File: src/rtl/crc3_pkg.sv
// crc3_pkg: shared CRC-3 constants and checker FSM state type
package crc3_pkg;
  localparam int MSG_BITS = 5;
  localparam int CRC_W = 3;
  localparam int FRAME_BITS = MSG_BITS + CRC_W;
  localparam logic [CRC_W:0] POLY = 4'b1011;
  typedef enum logic [1:0] {IDLE, RECV, DONE} state_t;
endpackage

File: src/rtl/crc3_lfsr.sv
// crc3_lfsr: serial CRC division register shared by encoder and checker
module crc3_lfsr #(
  parameter int W = 3,
  parameter logic [W-1:0] TAPS = 3'b011
) (
  input  logic         clk,
  input  logic         rst_n,
  input  logic         shift,
  input  logic         clr,
  input  logic         start,
  input  logic         bit_in,
  output logic [W-1:0] syn,
  output logic [W-1:0] syn_next
);
  logic [W-1:0] base;
  // start discards the old remainder so the first bit of a frame enters a zero register
  always_comb begin
    base = start ? '0 : syn;
    syn_next = {base[W-2:0], bit_in} ^ (base[W-1] ? TAPS : '0);
  end
  // remainder register
  always_ff @(posedge clk)
    if (!rst_n || clr) syn <= '0;
    else if (shift) syn <= syn_next;
endmodule

File: src/rtl/tt_um_crc3_check.sv
// tt_um_crc3_check: serial CRC-3 codeword checker with saturating error-frame count
module tt_um_crc3_check #(
  parameter int MSG_BITS = crc3_pkg::MSG_BITS,
  parameter int CRC_W = crc3_pkg::CRC_W,
  parameter logic [CRC_W:0] POLY = crc3_pkg::POLY
) (
  input  logic       clk,
  input  logic       rst_n,
  input  logic       ena,
  input  logic [7:0] ui_in,
  output logic [7:0] uo_out,
  input  logic [7:0] uio_in,
  output logic [7:0] uio_out,
  output logic [7:0] uio_oe
);
  import crc3_pkg::*;
  localparam int FRAME = MSG_BITS + CRC_W;
  localparam int CW = $clog2(FRAME);
  state_t state, state_nxt;
  logic [CW-1:0] cnt;
  logic [MSG_BITS-1:0] msg;
  logic [CRC_W-1:0] syn, syn_next;
  logic [4:0] ecnt;
  logic done, ok, err, sample, clr, start, last, unused_ok;
  assign sample = ena && ui_in[0] && !ui_in[2];
  assign clr = ena && ui_in[2];
  assign start = cnt == '0;
  assign last = cnt == CW'(FRAME - 1);
  assign unused_ok = &{1'b0, uio_in, ui_in[7:3]};
  crc3_lfsr #(.W(CRC_W), .TAPS(POLY[CRC_W-1:0])) u_lfsr (
    .clk(clk), .rst_n(rst_n), .shift(sample), .clr(clr), .start(start),
    .bit_in(ui_in[1]), .syn(syn), .syn_next(syn_next)
  );
  // frame state register
  always_ff @(posedge clk)
    state <= !rst_n ? IDLE : state_nxt;
  // frame sequencing: clear wins, otherwise only sampled bits move the frame
  always_comb begin
    state_nxt = state;
    if (clr) state_nxt = IDLE;
    else if (sample) state_nxt = (state == RECV && last) ? DONE : RECV;
  end
  // bit counter, message capture, result flags and error count
  always_ff @(posedge clk)
    if (!rst_n) begin
      cnt <= '0;
      msg <= '0;
      {done, ok, err} <= '0;
      ecnt <= '0;
    end else if (clr) begin
      cnt <= '0;
      msg <= '0;
      {done, ok, err} <= '0;
    end else if (sample) begin
      cnt <= last ? '0 : cnt + 1'b1;
      if (cnt < CW'(MSG_BITS)) msg <= {(start ? {(MSG_BITS-1){1'b0}} : msg[MSG_BITS-2:0]), ui_in[1]};
      done <= last;
      ok <= last && syn_next == '0;
      err <= last && syn_next != '0;
      if (last && syn_next != '0 && !err && ecnt != 5'd31) ecnt <= ecnt + 1'b1;
    end
  assign uo_out = {err, ok, done, msg};
  assign uio_out = {ecnt, syn};
  assign uio_oe = 8'hFF;
endmodule

File: config.mk
export PLATFORM = sky130hd
export DESIGN_NAME = tt_um_crc3_check
export DESIGN_NICKNAME = d
export VERILOG_FILES = /design/src/rtl/crc3_pkg.sv /design/src/rtl/crc3_lfsr.sv /design/src/rtl/tt_um_crc3_check.sv
export SDC_FILE = /design/constraint.sdc
export NUM_CORES = 1
export LEC_CHECK = 0
export ABC_AREA = 1
export CORE_MARGIN = 4
export CORE_UTILIZATION = 45
export DETAILED_ROUTE_END_ITERATION = 10
export PLACE_DENSITY = 0.86
export SYNTH_ARGS = -nofsm -noshare
export SYNTH_HDL_FRONTEND = slang
export SYNTH_SLANG_ARGS = --single-unit
export TNS_END_PERCENT = 10
File: constraint.sdc
create_clock -name clk -period 4.6 [get_ports clk]
set_clock_uncertainty 0.1 [all_clocks]
set_input_delay 0.92 -clock clk [delete_from_list [all_inputs] [get_ports clk]]
set_output_delay 0.92 -clock clk [all_outputs]
set_load 0.005 [all_outputs]
* Word level (Yosys, flattened, before mapping) *
Cells that the tools add are included.
Widths: inputs -> output; s select.

word-level totals
  input bits = 19
  word-level logic and storage cells = 36
  output and inout bits = 24
  bits in registers = 19

operators by class
  equality and inequality tests = 2
  reductions and logical operators = 17
  bitwise logic cells = 3
  $lt $le $gt $ge = 1
  add/subtract/negate cells = 2
  multiplexer cells = 4

operators by type and width
  kind                 count
  $logic_and 1x1->1    7
  $logic_not 3->1      2
  $mux 3               2
  $add 5x1->5 const B  1
  $ne 5x5->1 const B   1
  $mux 4               1
  $add 3x1->3 const B  1
  $eq 3x3->1 const B   1
  $logic_not 1->1      3
  $lt 3x3->1 const B   1
  $reduce_and 3->1     1
  $reduce_bool 3->1    1
  $xor 3x3->3          1
  $mux 2               1
  $not 1->1            2
  $reduce_and 2->1     1
  $reduce_or 2->1      1
  $logic_or 1x1->1     1

* Depth between registers and ports, before layout *
Gate-level depths: netlist of the first run.

  word-level depth = 9
  depth in mapped cells = 10
  mapped depth without buffers = 10

* By module *
Synthesis of the first run repeated with hierarchy kept, for this count alone.

unflattened totals
  cell total of the unflattened synthesis = 140
  area, all modules = 1016.0 sq um

by module, submodules not included
  module            instances  sequential area each (sq um)  area an instance (sq um)  cells an instance
  tt_um_crc3_check  1          320.3                         850.8                     114
  crc3_lfsr         1          60.1                          165.2                     26

* Worst setup path after synthesis of the first run *
Ideal clock, no wire load.

  kind = in2reg
  start point = input ui_in[2]
  end point = register ecnt[2]
  cell stages on the path = 7
  setup time = 0.121 ns
  setup slack = 2.855 ns
  arrival = 1.524 ns
  path buffers = 1
  required time = 4.379 ns
  cells stage by stage = inv_1 > nand3_2 > buf_6 > nor2_8 > nand3_4 > nand2_1 > a21oi_1

on the way
  word-level cells in the longest chain between the ends = 3
  elaborated cells between the ends (all ways) = 5
  those cells by class = bitwise (1); reduce/logical (4)

RTL lines
  element                                               RTL line                                        text
  start: declaration                                    tt_um_crc3_check.sv:10                          input logic [7:0] ui_in,
  $logic_not 1->1 or $logic_and 1x1->1 (tied branches)  tt_um_crc3_check.sv:25, tt_um_crc3_check.sv:26
  $logic_and 1x1->1 or $not 1->1 (tied branches)        n/a
  $reduce_and 3->1 (no source line) *                   n/a
  end signal: assignment                                tt_um_crc3_check.sv:60                          if (last && syn_next != '0 && !err && ecnt != 5'd31) ecnt <= ecnt + 1'b1;
  end: declaration                                      tt_um_crc3_check.sv:23                          logic [4:0] ecnt;

Every way passes the cells marked *; elsewhere a longest branch is shown, timed or not.
A chain may end at the register's enable or synchronous reset.

* Final worst setup path of the first run *
  start point = register u_lfsr.syn[2]
  end point = output uio_out[2]

RTL lines
  element                   RTL line                text
  start: declaration        crc3_lfsr.sv:12         output logic [W-1:0] syn,
  start signal: assignment  crc3_lfsr.sv:24         else if (shift) syn <= syn_next;
  end: declaration          tt_um_crc3_check.sv:13  output logic [7:0] uio_out,

No word-level cell between the ends.

==> flow_summary.toml, run 1 <==
[floorplanning]
die_h_um = 56.0
die_w_um = 56.0
start_util = 0.469
num_rows = 17
io_pins = 43
core_mm2 = 0.00221
dieArea_mm2 = 0.00314

[route]
avgRoutedWirePerCell_um = 11.1
vias = 867
antenna_left = 0
totalWireLength_um = 1940
via_per_inst = 4.95
dr.pass1.iters = 4
drcViolationCount = 0
drt-initial-drc-count = 22

[final_layout]
design_area_mm2 = 0.00124
area_delta_synth_final_pct = 19.6
final_nets = 172
fin_util = 0.562
diodes = 0
drive_gt1_frac = 0.122
fill_cells = 195
multi_input_area_um2 = 520
area.sequential_um2 = 380

[synth]
synth_top_area_cell = "dfxtp_1"
synth_compound_gate_area_share = 0.136
ys_ff_latch = 19
synth_xor_area_frac = 0.0169
synth_cell_type_count = 25
synthArstFlopShare = 0
synthFlopType = "dfxtp_1"
synthTopCellsByArea = "dfxtp_1, buf_4, a21oi_1"
netlist_top_cells_count = "nand2_1, dfxtp_1, a21oi_1, inv_1, buf_4"
ys_seq_area_frac = 0.366
synth.most_common_cell = "nand2_1"
synthMuxAreaShare = 0
synth_top_family_by_area = "simple AND/OR/NAND/NOR gates"
ys_warn_count = 0
synth-adder-area-share = 0.0602
yosys.area_share.simple = 0.259
synth_edf_count = 0
synth_top_area_frac = 0.366
synthCells = 127
synth_area_per_cell_um2 = 8.18
syn-cell-area_mm2 = 0.00104

[critical_path]
cp_max_fo = 6
crit_required_ns = 3.58
cp_slowest_stage_delay_ns = 0.54
crit_buf_inv = 1
crit_start = "u_lfsr.syn[2]"
critPathArrivalTime_ns = 1.27
crit_cells = 1
crit_chain = "clkdlybuf4s50_1"
r2r.worst_path.cells = 8
r2r-start = "ecnt[0]"
end_kind = "output port"
path_class = "reg2out"
crit_slowest_cell = "clkdlybuf4s50_1"
crit_family = "buffers and inverters"
critPathLaunchType = "flop"

[pwr]
swShare = 0.254
p_total_w = 0.000285
combPwrFrac = 0.111
power_frac_clock = 0.297
p_seq_frac = 0.592
leakagePower_nw = 0.499
powerDensity_mw_per_mm2 = 230
p_sw_w = 0.0000724
p_int_w = 0.000213
peakVddDrop_v = 0.000137

[clocking]
cts-root-buf = "clkbuf_4"
cts_sinks = 19
htree_levels = 1
cts_tree = "yes"
cts.clk_slew.worst_paths_ns = 0.11
clockBufferDepth = 2
clock_latency_ns = 0.30
cts_buffers = 3
cts_resized = 0
cts_hold_buf = 0
cts_setup_buffers = 0

[outcome]
status = "complete, no violations"

[timing]
rsz0062_at_grt = "no"
setup_viol = 0
fmax_mhz = 437
fin_crit_sh = 0.498
finalSetupTns_ns = 0
hold_viol_final = 0
relSlewSlack = 0.651
worst_pin_slew_ns = 0.522
holdWs_ns = 0.380
fin_crit_ns = 2.29
report.final.slew_viol_count = 0

[hold_path]
hp-class = "reg2reg"
min_from = "done"
hold_depth = 2

[global_route]
grt_pass1_wl_um = 3340
grt_max_degree = 12
antenna_found_initial = 0
grt_util_all_layers = 0.132
grt-ovfl-total = 0
first_global_vias = 805

[placement]
placed_area_mm2 = 0.00122
port_buffers = 21
dp_hpwl_um = 1550
gp_congestion = 0.762

[job]
maxCapViolCount = 0
==> layout by cell type (no fill, tap or decap) <==
master	n
nand4_1	5
o211ai_1	2
o21ai_0	2
o21ai_1	1
nand3_4	1
nand2_4	2
dfxtp_1	19
nand2_8	1
a211oi_1	3
clkbuf_1	1
clkdlybuf4s50_1	21
inv_1	13
ha_1	5
inv_2	4
conb_1	8
nand3_2	2
inv_4	1
nand3_1	7
nand2_1	21
nor2_8	1
xor2_1	2
nand2_2	2
a21oi_1	16
clkbuf_4	3
nor2_1	3
a21oi_2	1
==> path summary, 6_finish.rpt <==
path	endpoint	slack (ns)
worst max-delay path	uio_out[2]	2.31
worst min-delay path	done	0.38
worst max register to register	ecnt[0]	2.80
worst min register to register	done	0.38
==> logic make-up (layout without fill, tap and decap cells) <==
| group | after synthesis | in the layout |
|---|---|---|
| AND/OR/NAND/NOR | 45 | 45 |
| adder cells (fa/ha/maj) | 5 | 5 |
| buffers and inverters | 30 | 43 |
| AO/OA/AOI/OAI | 25 | 25 |
| flip-flops | 19 | 19 |
| other | 1 | 8 |
| XOR/XNOR | 2 | 2 |
==> final cells by class <==
| class | count | share of cell area |
|---|---|---|
| clock buffers | 4 | 0.0211 |
| inverters | 18 | 0.0564 |
| multi-input cells | 85 | 0.419 |
| flip-flops and latches | 19 | 0.306 |
| well taps | 28 | 0.0282 |
| repair buffers | 21 | 0.169 |
==> per-layer routing <==
layer  global-route usage  vias to the layer above  routed length (µm)
met5                    0                        -                   0
met4                0.108                        0                  96
met3               0.0162                        9                  84
met2                0.224                       24                 945
met1                0.144                      393                 810
li1                     -                      441                   -
==> metrics by stage <==
step	cells	setup WS, ns
floorplan	134	2.86
global placement	171	2.13
detailed placement	171	2.09
finish	175	2.31
CTS	175	2.31
global route	175	2.26
==> power by group through the flow <==
stage	Sequential [W]	Clock (W)	Combinational [W]
after floorplan	0.000172	0	0.0000260
after global placement	0.000172	0	0.0000309
after detailed placement	0.000173	0	0.0000318
after CTS	0.000169	0.0000863	0.0000319
after global routing	0.000169	0.0000934	0.0000352
final	0.000169	0.0000848	0.0000317
==> sequential cells by signal, indices dropped and copies added, names as in the netlist <==
signal / cells
msg: 5
cnt: 3
err: 1
ecnt: 5
ok: 1
done: 1
u_lfsr.syn: 3
==> worst min-delay path, cell delays in order, from the launching register on <==
cell,delay (ns)
dfxtp_1,0.33
nand2_1,0.06
a21oi_1,0.06
No activity file was read; power rests on OpenSTA's default activity.
==> run 2: changes to the inputs <==
Settings changed: CORE_UTILIZATION 45 to 42, PLACE_DENSITY 0.86 to 0.81.
Clock period 4.6 ns to 2.2 ns, I/O delays scaled along.
==> run 2 against run 1 <==
  * Die area rose by 6.1%
  * Cell area increased by 0.91%
  * Routed wire length fell by 0.62%
  * Sequential power increased by 110%
  * Count of clock-buffer cells in the layout shrank 1
  * Sequential share of layout area is 0.27 points lower
  * Register-to-register slack worse by 2.4 ns
  * Total power increased by 110%
  * Global-route usage decreased by 0.51 points
  * Combinational power grew 110%
==> flow_summary.toml, run 2 (same netlist as run 1, synthesis figures left out) <==
[hold_path]
min_from = "done"
hp-class = "reg2reg"

[clocking]
cts_setup_buffers = 0
cts.clk_slew.worst_paths_ns = 0.12
cts_sinks = 19
cts_buffers = 3
clock_latency_ns = 0.30
cts-root-buf = "clkbuf_4"
cts_tree = "yes"
cts_resized = 0
htree_levels = 1
cts_hold_buf = 0
clockBufferDepth = 2

[critical_path]
cp_slowest_stage_delay_ns = 0.54
crit_start = "u_lfsr.syn[2]"
crit_chain = "clkdlybuf4s50_1"
path_class = "reg2out"
critPathArrivalTime_ns = 1.27
crit_required_ns = 1.66
crit_family = "buffers and inverters"
crit_slowest_cell = "clkdlybuf4s50_1"
end_kind = "output port"
critPathLaunchType = "flop"
cp_max_fo = 6
r2r-start = "ecnt[0]"
crit_buf_inv = 1

[outcome]
status = "complete, no violations"

[route]
drt-initial-drc-count = 26
avgRoutedWirePerCell_um = 10.9
drcViolationCount = 0
totalWireLength_um = 1920
via_per_inst = 4.82
dr.pass1.iters = 4
antenna_left = 0
vias = 849

[floorplanning]
die_h_um = 57.7
die_w_um = 57.7
num_rows = 17
core_mm2 = 0.00228
start_util = 0.456
dieArea_mm2 = 0.00333
io_pins = 43

[timing]
report.final.slew_viol_count = 0
fin_crit_sh = 0.823
finalSetupTns_ns = 0
holdWs_ns = 0.376
rsz0062_at_grt = "no"
hold_viol_final = 0
setup_viol = 0
fmax_mhz = 552
fin_crit_ns = 1.81

[pwr]
peakVddDrop_v = 0.000280
leakagePower_nw = 0.502
p_total_w = 0.000605
powerDensity_mw_per_mm2 = 483

[global_route]
antenna_found_initial = 0
grt-ovfl-total = 0
grt_max_degree = 13
first_global_vias = 800
grt_pass1_wl_um = 3330
grt_util_all_layers = 0.127

[final_layout]
area.sequential_um2 = 380
multi_input_area_um2 = 520
final_nets = 173
diodes = 0
most-common-layout-cells = "nand2_1, clkdlybuf4s50_1, dfxtp_1"
fill_cells = 199
area_delta_synth_final_pct = 20.7
reg_top3 = "ecnt x5, msg x5"
final_cells = 176
drive_gt1_frac = 0.135

[placement]
port_buffers = 21
dp_hpwl_um = 1510
gp_congestion = 0.777
dp_cells = 172

[job]
maxCapViolCount = 0
run 2: changes by cell type in the layout (fill, tap and decap cells not counted), sizes merged:
cell / change
clkinvlp: +1
clkbuf: -1
buf: +1
run 2: worst paths after layout:
kind         slack (ns)  cells after the start         end
min reg2reg        0.38                      2        done
max                0.39                      1  uio_out[2]
min                0.38                      2        done
max reg2reg        0.42                      8     ecnt[1]
run 2: where the power goes:
part	internal, W	leakage [nW]	switching [W]
sequential	0.000349	0.154	0.00000430
combinational	0.0000266	0.334	0.0000412
clock	0.0000692	0.0139	0.000115
total	0.000445	0.502	0.000161
run 2: metal layers:
metal  GRT usage  up-vias  part of all wire
li1            -      444                 -
met4       0.103        0             0.037
met1       0.153      374              0.43
met2       0.198       25              0.48
met3      0.0178        6             0.048
met5           0        -                 0
run 2: through the flow:
step / setup WS (ns) / area, µm² / utilization
2_1_floorplan: 0.627 / 1060 / -
3_3_place_gp: 0.293 / 1220 / 0.538
3_5_place_dp: 0.243 / 1220 / 0.538
4_1_cts: 0.378 / 1250 / 0.551
5_1_grt: 0.279 / 1250 / 0.551
6_report: 0.389 / 1250 / 0.551
run 2: area by class of cell:
class | instances | area share
timing repair buffer | 22 | 0.174
multi-input combinational | 85 | 0.415
tap | 28 | 0.0279
clock inverter | 1 | 0.00599
sequential | 19 | 0.303
inverter | 18 | 0.0559
clock buffer | 3 | 0.0180
run 2: worst register-to-register path: stages (launching register included):
cell,delay (ns)
dfxtp_1,0.36
ha_1,0.23
nand2_1,0.07
nor2_1,0.04
ha_1,0.17
nor2_1,0.39
nand3_4,0.15
nand2_1,0.10
a21oi_1,0.06
==> run 3: changes to the inputs <==
Clock period 2.2 ns to 1.76 ns, I/O delays scaled along.
==> run 3 against run 2 <==
  * Critical path depth stayed put
  * Combinational power is 36% higher
  * Cell area is 2.9% higher
  * First-iteration DRC count is 65% lower
  * Largest power group unchanged
==> flow_summary.toml, run 3 (same netlist as run 1, synthesis figures left out) <==
[critical_path]
crit_required_ns = 1.31
crit_buf_inv = 1
crit_chain = "clkdlybuf4s50_1"
end_kind = "output port"
r2r.worst_path.cells = 10
rrSetupSlack_ns = 0.20
r2r-start = "cnt[0]"
critPathLaunchType = "flop"
timing.rr.end = "ecnt[4]"
critPathArrivalTime_ns = 1.26
cp_slowest_stage_delay_ns = 0.54
crit_slowest_cell = "clkdlybuf4s50_1"
cp_max_fo = 5
crit_family = "buffers and inverters"
path_class = "reg2out"

[timing]
rsz0062_at_grt = "no"
fmax_mhz = 583
report.final.slew_viol_count = 0
fin_crit_sh = 0.975
holdWs_ns = 0.372
setup_slack_ns = 0.0433
fin_crit_ns = 1.72
setup_viol = 0
hold_viol_final = 0

[route]
dr.pass1.iters = 4
totalWireLength_um = 2000
drcViolationCount = 0
via_per_inst = 4.91
avgRoutedWirePerCell_um = 11.0
drt-initial-drc-count = 9
antenna_left = 0
vias = 888

[outcome]
status = "complete, no violations"

[clocking]
cts_buffers = 3
cts-root-buf = "clkbuf_4"
cts_sinks = 19
cts_tree = "yes"
cts.clk_slew.worst_paths_ns = 0.11
cts_hold_buf = 0
clockBufferDepth = 2
clock_latency_ns = 0.29
htree_levels = 1

[floorplanning]
dieArea_mm2 = 0.00333
start_util = 0.456
core_mm2 = 0.00228
num_rows = 17
io_pins = 43
die_h_um = 57.7
die_w_um = 57.7

[global_route]
grt_util_met3 = 0.0200
grt-ovfl-total = 0
met2_usage = 0.227
grt_util_all_layers = 0.127
busiest_layer = "met2"
grt_pass1_wl_um = 3390
use_met1 = 0.145
antenna_found_initial = 0
first_global_vias = 821
grt_max_degree = 12

[hold_path]
hold_depth = 2
hold_end = "done"
min_from = "done"
hp-class = "reg2reg"

[final_layout]
final_cells = 181
reg_top3 = "ecnt x5, msg x5"
most-common-layout-cells = "nand2_1, clkdlybuf4s50_1, dfxtp_1"
final_nets = 178
diodes = 0
area_delta_synth_final_pct = 24.2
drive_gt1_frac = 0.170
fill_cells = 203

[placement]
dp_cells = 177
gp_congestion = 0.797
pre_cts_ws_ns = -0.0133
port_buffers = 21
dp_hpwl_um = 1610

[pwr]
powerDensity_mw_per_mm2 = 583
p_total_w = 0.000752
peakVddDrop_v = 0.000505
leakagePower_nw = 0.530

[job]
maxCapViolCount = 0
[run 3: power by group]
part	internal, W	total [W]	switching, W
Clock	0.0000845	0.000218	0.000133
Sequential	0.000436	0.000441	0.00000533
Combinational	0.0000391	0.0000923	0.0000532
[run 3: area by class of cell]
type | count | area [µm²] | share of cell area
multi-input combinational | 85 | 520 | 0.403
sequential | 19 | 382 | 0.296
timing repair buffer | 27 | 255 | 0.198
inverter | 18 | 70.1 | 0.0543
tap | 28 | 35.0 | 0.0272
clock buffer | 3 | 22.5 | 0.0175
clock inverter | 1 | 5.00 | 0.00388
[run 3: layer usage]
layer / vias to the layer above / part of all wire
met4: 0 / 0.016
li1: 456 / -
met3: 4 / 0.040
met2: 17 / 0.51
met5: - / 0
met1: 411 / 0.43
[run 3: what timing repair did]
action                                 4_1_cts  5_1_grt
endpoints found under the hold margin        0        0
gates resized for setup                      0        1
buffers inserted                             0        0
setup endpoints to repair                    0        1
[run 3: worst max path at each step]
| stage | start | to | slack, ns | depth (start not counted) |
|---|---|---|---|---|
| floorplan | ecnt[0] | ecnt[2] | 0.19 | 8 |
| global placement | ena | msg[4] | 0.05 | 7 |
| detailed placement | ena | msg[3] | -0.01 | 7 |
| CTS | u_lfsr.syn[2] | uio_out[2] | 0.04 | 1 |
| global route | ecnt[2] | uio_out[5] | 0.01 | 1 |
| finish | ecnt[2] | uio_out[5] | 0.04 | 1 |
[run 3: per-stage QoR]
step	util	area [µm²]	TNS, ns
2_1_floorplan	-	1060	0
3_3_place_gp	0.554	1260	0
3_5_place_dp	0.554	1260	-0.0188
4_1_cts	0.566	1290	0
5_1_grt	0.567	1290	0
6_report	0.567	1290	0
